==> config.mk <==
export PLATFORM = sky130hd
export DESIGN_NAME = mem_arbiter
export DESIGN_NICKNAME = d
export VERILOG_FILES = /design/src/rtl/mem_arbiter.sv
export SDC_FILE = /design/constraint.sdc
export NUM_CORES = 1
export LEC_CHECK = 0
export CORE_ASPECT_RATIO = 0.75
export CORE_UTILIZATION = 45
export CTS_CLUSTER_DIAMETER = 50
export DETAILED_ROUTE_END_ITERATION = 7
export HOLD_SLACK_MARGIN = 0.02
export MAX_ROUTING_LAYER = met4
export PLACE_DENSITY = 0.8
export SLEW_MARGIN = 15
export SYNTH_ARGS = -nofsm -noshare
export SYNTH_HDL_FRONTEND = slang
export SYNTH_SLANG_ARGS = --single-unit
==> constraint.sdc <==
create_clock -name CLK -period 2.7 [get_ports CLK]
set_input_delay 0.81 -clock CLK [delete_from_list [all_inputs] [get_ports CLK]]
set_output_delay 0.81 -clock CLK [all_outputs]
set_load 0.02 [all_outputs]
==> src/rtl/mem_arbiter.sv <==
`default_nettype none
// ============================================================================
// mem_arbiter: single-port RAM arbiter for fetch and data with LL/SC and timeout
// Revision: 1.0
// ============================================================================
module mem_arbiter #(
  parameter int          TIMEOUT = 15,
  parameter logic [31:0] BADWORD = 32'hBAD1BAD1
) (
  input  logic        CLK,
  input  logic        RST,
  input  logic        iREN,
  input  logic [31:0] iaddr,
  input  logic        dREN,
  input  logic        dWEN,
  input  logic        datomic,
  input  logic [31:0] daddr,
  input  logic [31:0] dstore,
  output logic        ihit,
  output logic [31:0] iload,
  output logic        dhit,
  output logic [31:0] dload,
  output logic        ramREN,
  output logic        ramWEN,
  output logic [31:0] ramaddr,
  output logic [31:0] ramstore,
  input  logic [31:0] ramload,
  input  logic        ram_ready,
  output logic        timeout_err
);

  localparam int            CW         = (TIMEOUT < 1) ? 1 : $clog2(TIMEOUT + 1);
  localparam logic [CW-1:0] WAIT_LIMIT = CW'(TIMEOUT);

  typedef enum logic [1:0] {
    IDLE   = 2'd0,
    DATA   = 2'd1,
    INSTR  = 2'd2,
    SCFAIL = 2'd3
  } state_t;

  state_t        state;
  state_t        state_next;

  logic [31:0]   addr_q;
  logic [31:0]   store_q;
  logic          is_write;
  logic          is_atomic;
  logic [CW-1:0] wait_cnt;
  logic          link_valid;
  logic [31:0]   link_addr;

  logic          data_req;
  logic          sc_req;
  logic          sc_ok;
  logic          timed_out;
  logic          done;
  logic [31:0]   word_addr;
  logic          unused_low_bits;

  assign word_addr       = {addr_q[31:2], 2'b00};
  assign unused_low_bits = ^{addr_q[1:0], link_addr[1:0]};

  always_ff @(posedge CLK) begin
    if (RST) begin
      state <= IDLE;
    end else begin
      state <= state_next;
    end
  end

  always_comb begin
    state_next = state;
    ramREN     = 1'b0;
    ramWEN     = 1'b0;
    ramaddr    = '0;
    ramstore   = '0;
    data_req   = dREN | dWEN;
    sc_req     = dWEN & datomic;
    sc_ok      = link_valid && (link_addr[31:2] == daddr[31:2]);
    timed_out  = !ram_ready && (wait_cnt == WAIT_LIMIT);
    done       = ram_ready || timed_out;
    case (state)
      IDLE: begin
        if (data_req) begin
          state_next = (sc_req && !sc_ok) ? SCFAIL : DATA;
        end else if (iREN) begin
          state_next = INSTR;
        end
      end
      DATA: begin
        // Strobes drop in the reset cycle so the aborted access never touches RAM.
        ramaddr = word_addr;
        ramREN  = !is_write && !RST;
        ramWEN  = is_write && !RST;
        if (is_write) begin
          ramstore = store_q;
        end
        if (done) begin
          state_next = IDLE;
        end
      end
      INSTR: begin
        ramaddr = word_addr;
        ramREN  = !RST;
        if (done) begin
          state_next = IDLE;
        end
      end
      SCFAIL: begin
        state_next = IDLE;
      end
      default: begin
        state_next = IDLE;
      end
    endcase
  end

  always_ff @(posedge CLK) begin
    if (RST) begin
      ihit        <= 1'b0;
      dhit        <= 1'b0;
      timeout_err <= 1'b0;
      iload       <= '0;
      dload       <= '0;
      link_valid  <= 1'b0;
      link_addr   <= '0;
      wait_cnt    <= '0;
      addr_q      <= '0;
      store_q     <= '0;
      is_write    <= 1'b0;
      is_atomic   <= 1'b0;
    end else begin
      ihit        <= 1'b0;
      dhit        <= 1'b0;
      timeout_err <= 1'b0;
      case (state)
        IDLE: begin
          wait_cnt <= '0;
          if (data_req) begin
            addr_q    <= daddr;
            store_q   <= dstore;
            is_write  <= dWEN;
            is_atomic <= datomic;
          end else if (iREN) begin
            addr_q    <= iaddr;
            store_q   <= '0;
            is_write  <= 1'b0;
            is_atomic <= 1'b0;
          end
        end
        DATA: begin
          if (done) begin
            dhit        <= 1'b1;
            timeout_err <= timed_out;
            if (!is_write) begin
              dload <= timed_out ? BADWORD : ramload;
              if (is_atomic) begin
                link_valid <= 1'b1;
                link_addr  <= word_addr;
              end
            end else if (is_atomic) begin
              dload      <= 32'd1;
              link_valid <= 1'b0;
            end else if (link_addr[31:2] == addr_q[31:2]) begin
              link_valid <= 1'b0;
            end
          end else begin
            wait_cnt <= wait_cnt + 1'b1;
          end
        end
        INSTR: begin
          if (done) begin
            ihit        <= 1'b1;
            timeout_err <= timed_out;
            iload       <= timed_out ? BADWORD : ramload;
          end else begin
            wait_cnt <= wait_cnt + 1'b1;
          end
        end
        SCFAIL: begin
          dhit       <= 1'b1;
          dload      <= '0;
          link_valid <= 1'b0;
        end
        default: begin
          wait_cnt <= '0;
        end
      endcase
    end
  end

endmodule
`default_nettype wire

==> summary.txt, run 1 <==
Outcome
  • Status: finished, violations left
  • Failing checks: design-rule violations

STA
  • Max Clk Rate: 378 MHz
  • Final min period: 2650 ps
  • Pins Over Slew Limit: 0
  • Final hold vios: 0
  • Unrepaired setup endpoints after global routing: yes
  • Worst Tran Pin Value: 773 ps
  • Sum Neg Setup Slack: 0 ps
  • Fin crit share: 98.1%
  • Max Clock Skew: 11.9 ps
  • Final setup vio count: 0
  • Rel. slew slack: 48.4%

Yosys
  • Yosys top cell area share: 43.8%
  • Gate count of the mapped netlist: 920
  • Top cells by count, synth: dfxtp_1, nand2_1, nor2_1
  • Top FF cell, synth: dfxtp_1
  • Synth unique cells: 39
  • Synth area leader: dfxtp_1
  • Synthesized cell area: 7670 µm²
  • Yosys Warn Count: 0
  • Sequential share of the synthesized area: 43.8%
  • Ys async rst share: 0%
  • Flops & latches, synth: 168
  • Synthesized area per cell: 8.34 µm²
  • Post-synth EDFFs: 0
  • Count leader, synth: dfxtp_1
  • Top post-synthesis cells by area: dfxtp_1, nand2_1, xnor2_1

Route
  • Total Routed Length: 23700 µm
  • DRC viols: 16
  • Average routed wire per standard cell: 17.3 µm
  • Post-route ant nets: 0
  • Vias/cell: 5.55
  • Vias: 7604
  • DR pass1 iterations: 8
  • Initial DRC Count: 620

Clocking
  • TritonCTS buffer count: 17
  • CTS tree: yes
  • CTS clk-pin slew, worst paths: 70 ps
  • Hold_buf cts: 0
  • Clock latency on the worst-skew pair: 420 ps
  • H-tree depth: 4
  • Clk buf depth: 2
  • Clock root cell: clkbuf_16
  • Clock sinks: 168

Power
  • Clock Power Share: 30.8%
  • Net Sw Frac: 33.7%
  • Logic gate share of total power: 31.2%
  • Net load switching power: 2680 µW
  • Leak: 0.00414 µW
  • Seq pwr share: 38.0%
  • Power, Total: 7930 µW
  • Peak supply drop: 0.000434 V
  • Power per cell area: 724 nW/µm²
  • Int Pwr: 5260 µW

Global route
  • Largest net degree at the start of global routing: 164
  • Gr usage total: 27.6%
  • GRT overflow: 0
  • Initial antenna violation count: 0
  • First-pass GRT wire length: 37100 µm
  • Vias in the first global route: 7143

Layout
  • Layout Utilization: 66.9%
  • Register area: 3360 µm²
  • P&R area growth vs syn: 42.7%
  • Filler cell count in the final layout: 1392
  • Final net count: 1286
  • Multi-input logic area: 3940 µm²
  • Final Non-Filler Cells: 1369
  • N_diodes: 0
  • Layout cell share with drive strength beyond 1: 11.2%

Placed design
  • DP Wirelength: 16200 µm
  • Input/output buffers: 261
  • GP Congestion: 0.915
  • Post-Place Cells: 1337

Floorplanning
  • Die Wd: 153 µm
  • Initial core utilization: 46.9%
  • DIE AREA: 17600 µm²
  • Chip height: 115 µm
  • Core area: 16400 µm²
  • # rows: 40
  • I/O pin total: 268

Setup path
  • CP Capture Type: output pin
  • Critical Path RT: 1890 ps
  • Kind of critical path: reg2out
  • Startpoint types: flop
  • Reg2reg start: wait_cnt[0]$_SDFFE_PP0P_
  • Worst-path fanout max: 10
  • Worst EP arrival: 1840 ps
  • Crit path from: state[0]$_SDFFE_PP0P_

Job
  • MaxCap Viol Count: 0

Min path
  • Hold Startpoint: dload[19]$_SDFFE_PP0P_
  • Worst hold path class: reg2reg
-- state kept, by name, indices dropped and copies added, names as in the netlist --
name / flops
wait_cnt: 4
iload: 32
dload: 32
store_q: 32
dhit: 1
ihit: 1
timeout_err: 1
addr_q: 30
is_atomic: 1
link_valid: 1
link_addr: 30
state: 2
is_write: 1
-- cells by family after synthesis --
logic type / after synthesis / synth area share, %
muxes: 1 / 0.147
and+or+nand+nor: 394 / 23.4
buffers and inverters: 85 / 4.99
AOI/OAI and AO/OA: 206 / 19.9
other: 1 / 0.0489
adders and majority gates: 5 / 0.815
DFF: 168 / 43.8
xor gates and xnor gates: 60 / 6.85
-- power groups by stage --
stage	registers [µW]	clock network, µW	logic (µW)
6_report	3020	2440	2470
5_1_grt	3060	2590	2670
4_1_cts	3010	2460	2490
3_5_place_dp	3070	0	2510
3_3_place_gp	3060	0	2470
2_1_floorplan	3140	0	1380
-- area by class of cell --
type                            instances  area share (%)
Clock buffer                           20            4.08
Sequential cell                       168            30.7
Timing Repair Buffer                  289            25.5
Multi-Input combinational cell        668            36.0
Clock inverter                         12            1.28
Inverter                                2          0.0685
Tap cell                              210            2.40
-- placed cells by master, fill, tap and decap left out, types with 3 or more instances in the layout --
master,n
a21oi_1,68
a22oi_1,35
a311oi_1,7
a311oi_2,26
a32oi_1,14
and2_1,32
and3_1,33
buf_12,8
buf_4,19
clkbuf_16,17
clkbuf_2,21
clkdlybuf4s15_2,10
clkdlybuf4s50_1,196
clkinvlp_4,3
dfxtp_1,167
dlygate4sd2_1,30
ha_1,5
inv_6,4
nand2_1,132
nand3_1,18
nand4_1,13
nor2_1,107
nor2b_1,4
nor3_1,39
nor4_1,7
o211ai_1,17
o21ai_0,31
xnor2_1,49
xor2_1,11
-- critical path, cell delays in order, from the launching register on --
cell,delay [ps]
dfxtp_1,370
inv_1,80
ha_1,340
buf_4,190
and2_1,180
clkdlybuf4s15_2,270
-- final timing paths --
check	end	slack [ps]	cells past startpoint
setup / recovery	ramaddr[4]	50	5
hold reg to reg	dload[19]$_SDFFE_PP0P_	450	2
hold / removal	dload[19]$_SDFFE_PP0P_	450	2
setup reg to reg	iload[31]$_SDFFE_PP0P_	760	5
-- per-layer routing --
layer	share of wire (%)	track usage (%)	up-vias
met5	0	-	-
met4	1.8	8.96	0
met3	9.7	7.69	30
met2	44	40.2	339
met1	45	36.9	3576
li1	-	-	3659
-- repair_timing --
item                                    4_1_cts  5_1_grt
gates cloned                                  0        0
setup buffers                                 0        0
endpoints found under the setup margin       64       61
gates resized for setup                     102       31
-- per-stage QoR --
| stage | instance area, µm² | hold WS [ps] | setup slack [ps] |
|---|---|---|---|
| after floorplan | 7680 | 465 | 21.9 |
| after global placement | 10500 | 438 | 35.3 |
| after detailed placement | 10500 | 442 | 25.0 |
| after CTS | 11000 | 451 | 0.603 |
| after global routing | 11000 | 465 | -45.9 |
| final | 11000 | 448 | 51.6 |
Power figures use the tool's default switching activity.
==> run 2, diff against run 1 <==
--- a/config.mk
+++ b/config.mk
@@ -5,6 +5,7 @@
 export SDC_FILE = /design/constraint.sdc
 export NUM_CORES = 1
 export LEC_CHECK = 0
+export CAP_MARGIN = 30
 export CORE_ASPECT_RATIO = 0.75
 export CORE_UTILIZATION = 45
 export CTS_CLUSTER_DIAMETER = 50
==> constraint.sdc (replaced) <==
create_clock -name CLK -period 3.1 [get_ports CLK]
set_input_delay 0.93 -clock CLK [delete_from_list [all_inputs] [get_ports CLK]]
set_output_delay 0.93 -clock CLK [all_outputs]
set_load 0.02 [all_outputs]
==> run 2 against run 1 <==
  * The flow still finishes with violations (design-rule violations)
  * Non-clock buffer count down 4
  * Wire length up 1.3%
  * Register-to-register slack better by 260 ps
  * Final cell count down 0.29%
  * Sequential share of layout area down 0.33 points
  * Combinational power down 13%
  * Largest cell class unchanged
==> summary.txt, run 2 (same netlist as run 1, synthesis figures left out) <==
STA
  • Pins Over Slew Limit: 0 (unchanged)
  • Final hold vios: 0 (unchanged)
  • Worst Tran Pin Value: 916 ps (+143 ps)
  • Final setup vio count: 0 (unchanged)
  • Rel. slew slack: 38.9% (-9.5 points)
  • Sum Neg Setup Slack: 0 ps (unchanged)
  • Final min period: 2900 ps
  • Setup ws final: 201 ps (+149 ps)
  • Max Clk Rate: 345 MHz
  • Fin crit share: 93.5%
  • Unrepaired setup endpoints after global routing: no
  • Max Clock Skew: 11.0 ps (-0.967 ps)

Power
  • Int Pwr: 4510 µW (-14%)
  • Net load switching power: 2430 µW (-9.3%)
  • Seq pwr share: 37.9% (about the same)
  • Power, Total: 6940 µW (-13%)
  • Leak: 0.00458 µW (+11%)
  • Logic gate share of total power: 30.9% (-0.3 points)
  • Net Sw Frac: 35.0% (+1.2 points)
  • Clock Power Share: 31.2% (+0.4 points)
  • Peak supply drop: 0.000390 V (-10%)
  • Power per cell area: 627 nW/µm² (-13%)

Placed design
  • Input/output buffers: 261 (unchanged)
  • DP Wirelength: 16200 µm (+0.13%)
  • Post-Place Setup Slack: 170 ps (+145 ps)
  • Post-Place Cells: 1333 (-0.30%)
  • GP Congestion: 0.952 (+4.0%)
  • Area after DPL: 10400 µm² (-0.69%)

Min path
  • Worst hold path class: reg2reg

Layout
  • P&R area growth vs syn: 44.2%
  • Most frequent cells in the layout: clkdlybuf4s50_1, dfxtp_1, nand2_1
  • Final net count: 1282 (-0.31%)
  • Final instance area: 11100 µm² (+1.1%)
  • Commonest non-fill, non-tap cell in the layout: clkdlybuf4s50_1
  • Final Non-Filler Cells: 1365 (-0.29%)
  • Biggest regs: dload (32), iload (32), store_q (32)
  • N_diodes: 0 (unchanged)
  • Layout cell share with drive strength beyond 1: 8.40% (-2.8 points)

Route
  • Total Routed Length: 24000 µm (+1.3%)
  • DR pass1 iterations: 8 (unchanged)
  • Post-route ant nets: 0 (unchanged)
  • Vias: 7590 (-0.18%)
  • Average routed wire per standard cell: 17.6 µm (+1.5%)
  • Initial DRC Count: 642 (+3.5%)
  • DRC viols: 16 (unchanged)
  • Vias/cell: 5.56 (+0.11%)

Global route
  • GRT overflow: 0 (unchanged)
  • Largest net degree at the start of global routing: 165 (+0.61%)
  • Met2 GRT Util: 41.2% (+1.0 points)
  • Gr usage total: 27.7% (+0.090 points)
  • First-pass GRT wire length: 37200 µm (+0.20%)
  • Initial antenna violation count: 0 (unchanged)
  • M3 GR Usage: 7.88% (+0.19 points)
  • Met1 GRT Util: 36.7% (-0.28 points)
  • Vias in the first global route: 7137 (-0.084%)
  • Layer carrying the most global-route usage: met2

Floorplanning
  • Core area: 16400 µm² (unchanged)
  • # rows: 40 (unchanged)
  • DIE AREA: 17600 µm² (unchanged)
  • Initial core utilization: 46.9% (unchanged)
  • Chip height: 115 µm (unchanged)
  • Die Wd: 153 µm (unchanged)
  • I/O pin total: 268 (unchanged)

Clocking
  • Hold_buf cts: 0 (unchanged)
  • TritonCTS buffer count: 17 (unchanged)
  • H-tree depth: 4 (unchanged)
  • CTS clk-pin slew, worst paths: 70 ps (about the same)
  • Clk buf depth: 2 (unchanged)
  • Clock sinks: 168 (unchanged)
  • CTS tree: yes
  • Clock root cell: clkbuf_16
  • Clock latency on the worst-skew pair: 420 ps (about the same)
  • Post-CTS setup buffer count: 0 (unchanged)

Setup path
  • Worst setup path endpoint: ramaddr[9]
  • CP Buf/Inv Count: 3 (unchanged)
  • Top delay family on crit path: buffers and inverters
  • FF-to-FF path depth: 7 (+2)
  • R2R setup slack: 1020 ps (+260 ps)
  • Kind of critical path: reg2out
  • Startpoint types: flop
  • CP Capture Type: output pin
  • Crit path from: state[0]$_SDFFE_PP0P_
  • Worst R2R End: link_addr[30]$_SDFFE_PP0P_
  • Max incr delay on CP: 390 ps (+20 ps)
  • Crit path max-delay cell type: dfxtp_1
  • Stages on worst setup path: 5 (unchanged)
  • Critical Path, Cell by Cell: inv_1, ha_4, buf_6, and2_1, dlygate4sd2_1
  • Worst EP arrival: 1970 ps (+130 ps)
  • Worst-path fanout max: 20 (+10)
  • Critical Path RT: 2170 ps (+280 ps)
  • Reg2reg start: state[1]$_SDFFE_PP0P_

Job
  • MaxCap Viol Count: 0 (unchanged)

Outcome
  • Status: finished, violations left
  • Failing checks: design-rule violations
-- run 2: how the worst min path moves through the flow --
stage                      startpoint                   endpoint  slack (ps)  cells after the start
2_1_floorplan  addr_q[3]$_SDFFE_PP0P_  link_addr[3]$_SDFFE_PP0P_         460                      2
3_3_place_gp   dload[10]$_SDFFE_PP0P_     dload[10]$_SDFFE_PP0P_         440                      2
3_5_place_dp   dload[31]$_SDFFE_PP0P_     dload[31]$_SDFFE_PP0P_         440                      2
4_1_cts         dload[3]$_SDFFE_PP0P_      dload[3]$_SDFFE_PP0P_         450                      2
5_1_grt         dload[0]$_SDFFE_PP0P_      dload[0]$_SDFFE_PP0P_         470                      2
6_report        dload[3]$_SDFFE_PP0P_      dload[3]$_SDFFE_PP0P_         450                      2
-- run 2: cell type report --
type / count / area (µm²)
Multi-Input combinational cell: 668 / 3950
Clock inverter: 15 / 174
Fill cell: 1317 / 5300
Timing Repair Buffer: 285 / 2880
Tap cell: 210 / 263
Inverter: 2 / 7.51
Sequential cell: 168 / 3360
Clock buffer: 17 / 425
-- run 2: metrics by stage --
| step | hold slack (ps) | utilization [%] |
|---|---|---|
| after floorplan | 465 | - |
| after global placement | 437 | 63.6 |
| after detailed placement | 444 | 63.7 |
| after CTS | 453 | 67.2 |
| after global routing | 466 | 67.6 |
| final | 450 | 67.6 |
-- run 2: metal layers --
metal | share of wire, % | routed length [µm]
met5 | 0 | 0
met4 | 1.5 | 367
met1 | 45 | 10800
met3 | 9.1 | 2180
met2 | 44 | 10600
-- run 2: worst reg2reg max path, delay by kind of cell, from the launching register on --
kind            cells  cell delay [ps]
fa+ha+maj           1              240
buf+inv             2              360
compound gates      1              120
flops               1              340
simple gates        3              950
-- run 2: repair_timing --
| item | 4_1_cts | 5_1_grt |
|---|---|---|
| gates cloned | 0 | 0 |
| pin swaps | 0 | 0 |
| setup endpoints to repair | 63 | 25 |
| resized for setup | 45 | 26 |
-- run 2: power groups by stage --
stage	clock [µW]	sequential [µW]	combinational, µW
after floorplan	0	2740	1200
after global placement	0	2660	2100
after detailed placement	0	2670	2140
after CTS	2190	2630	2140
after global routing	2310	2670	2310
final	2160	2630	2140
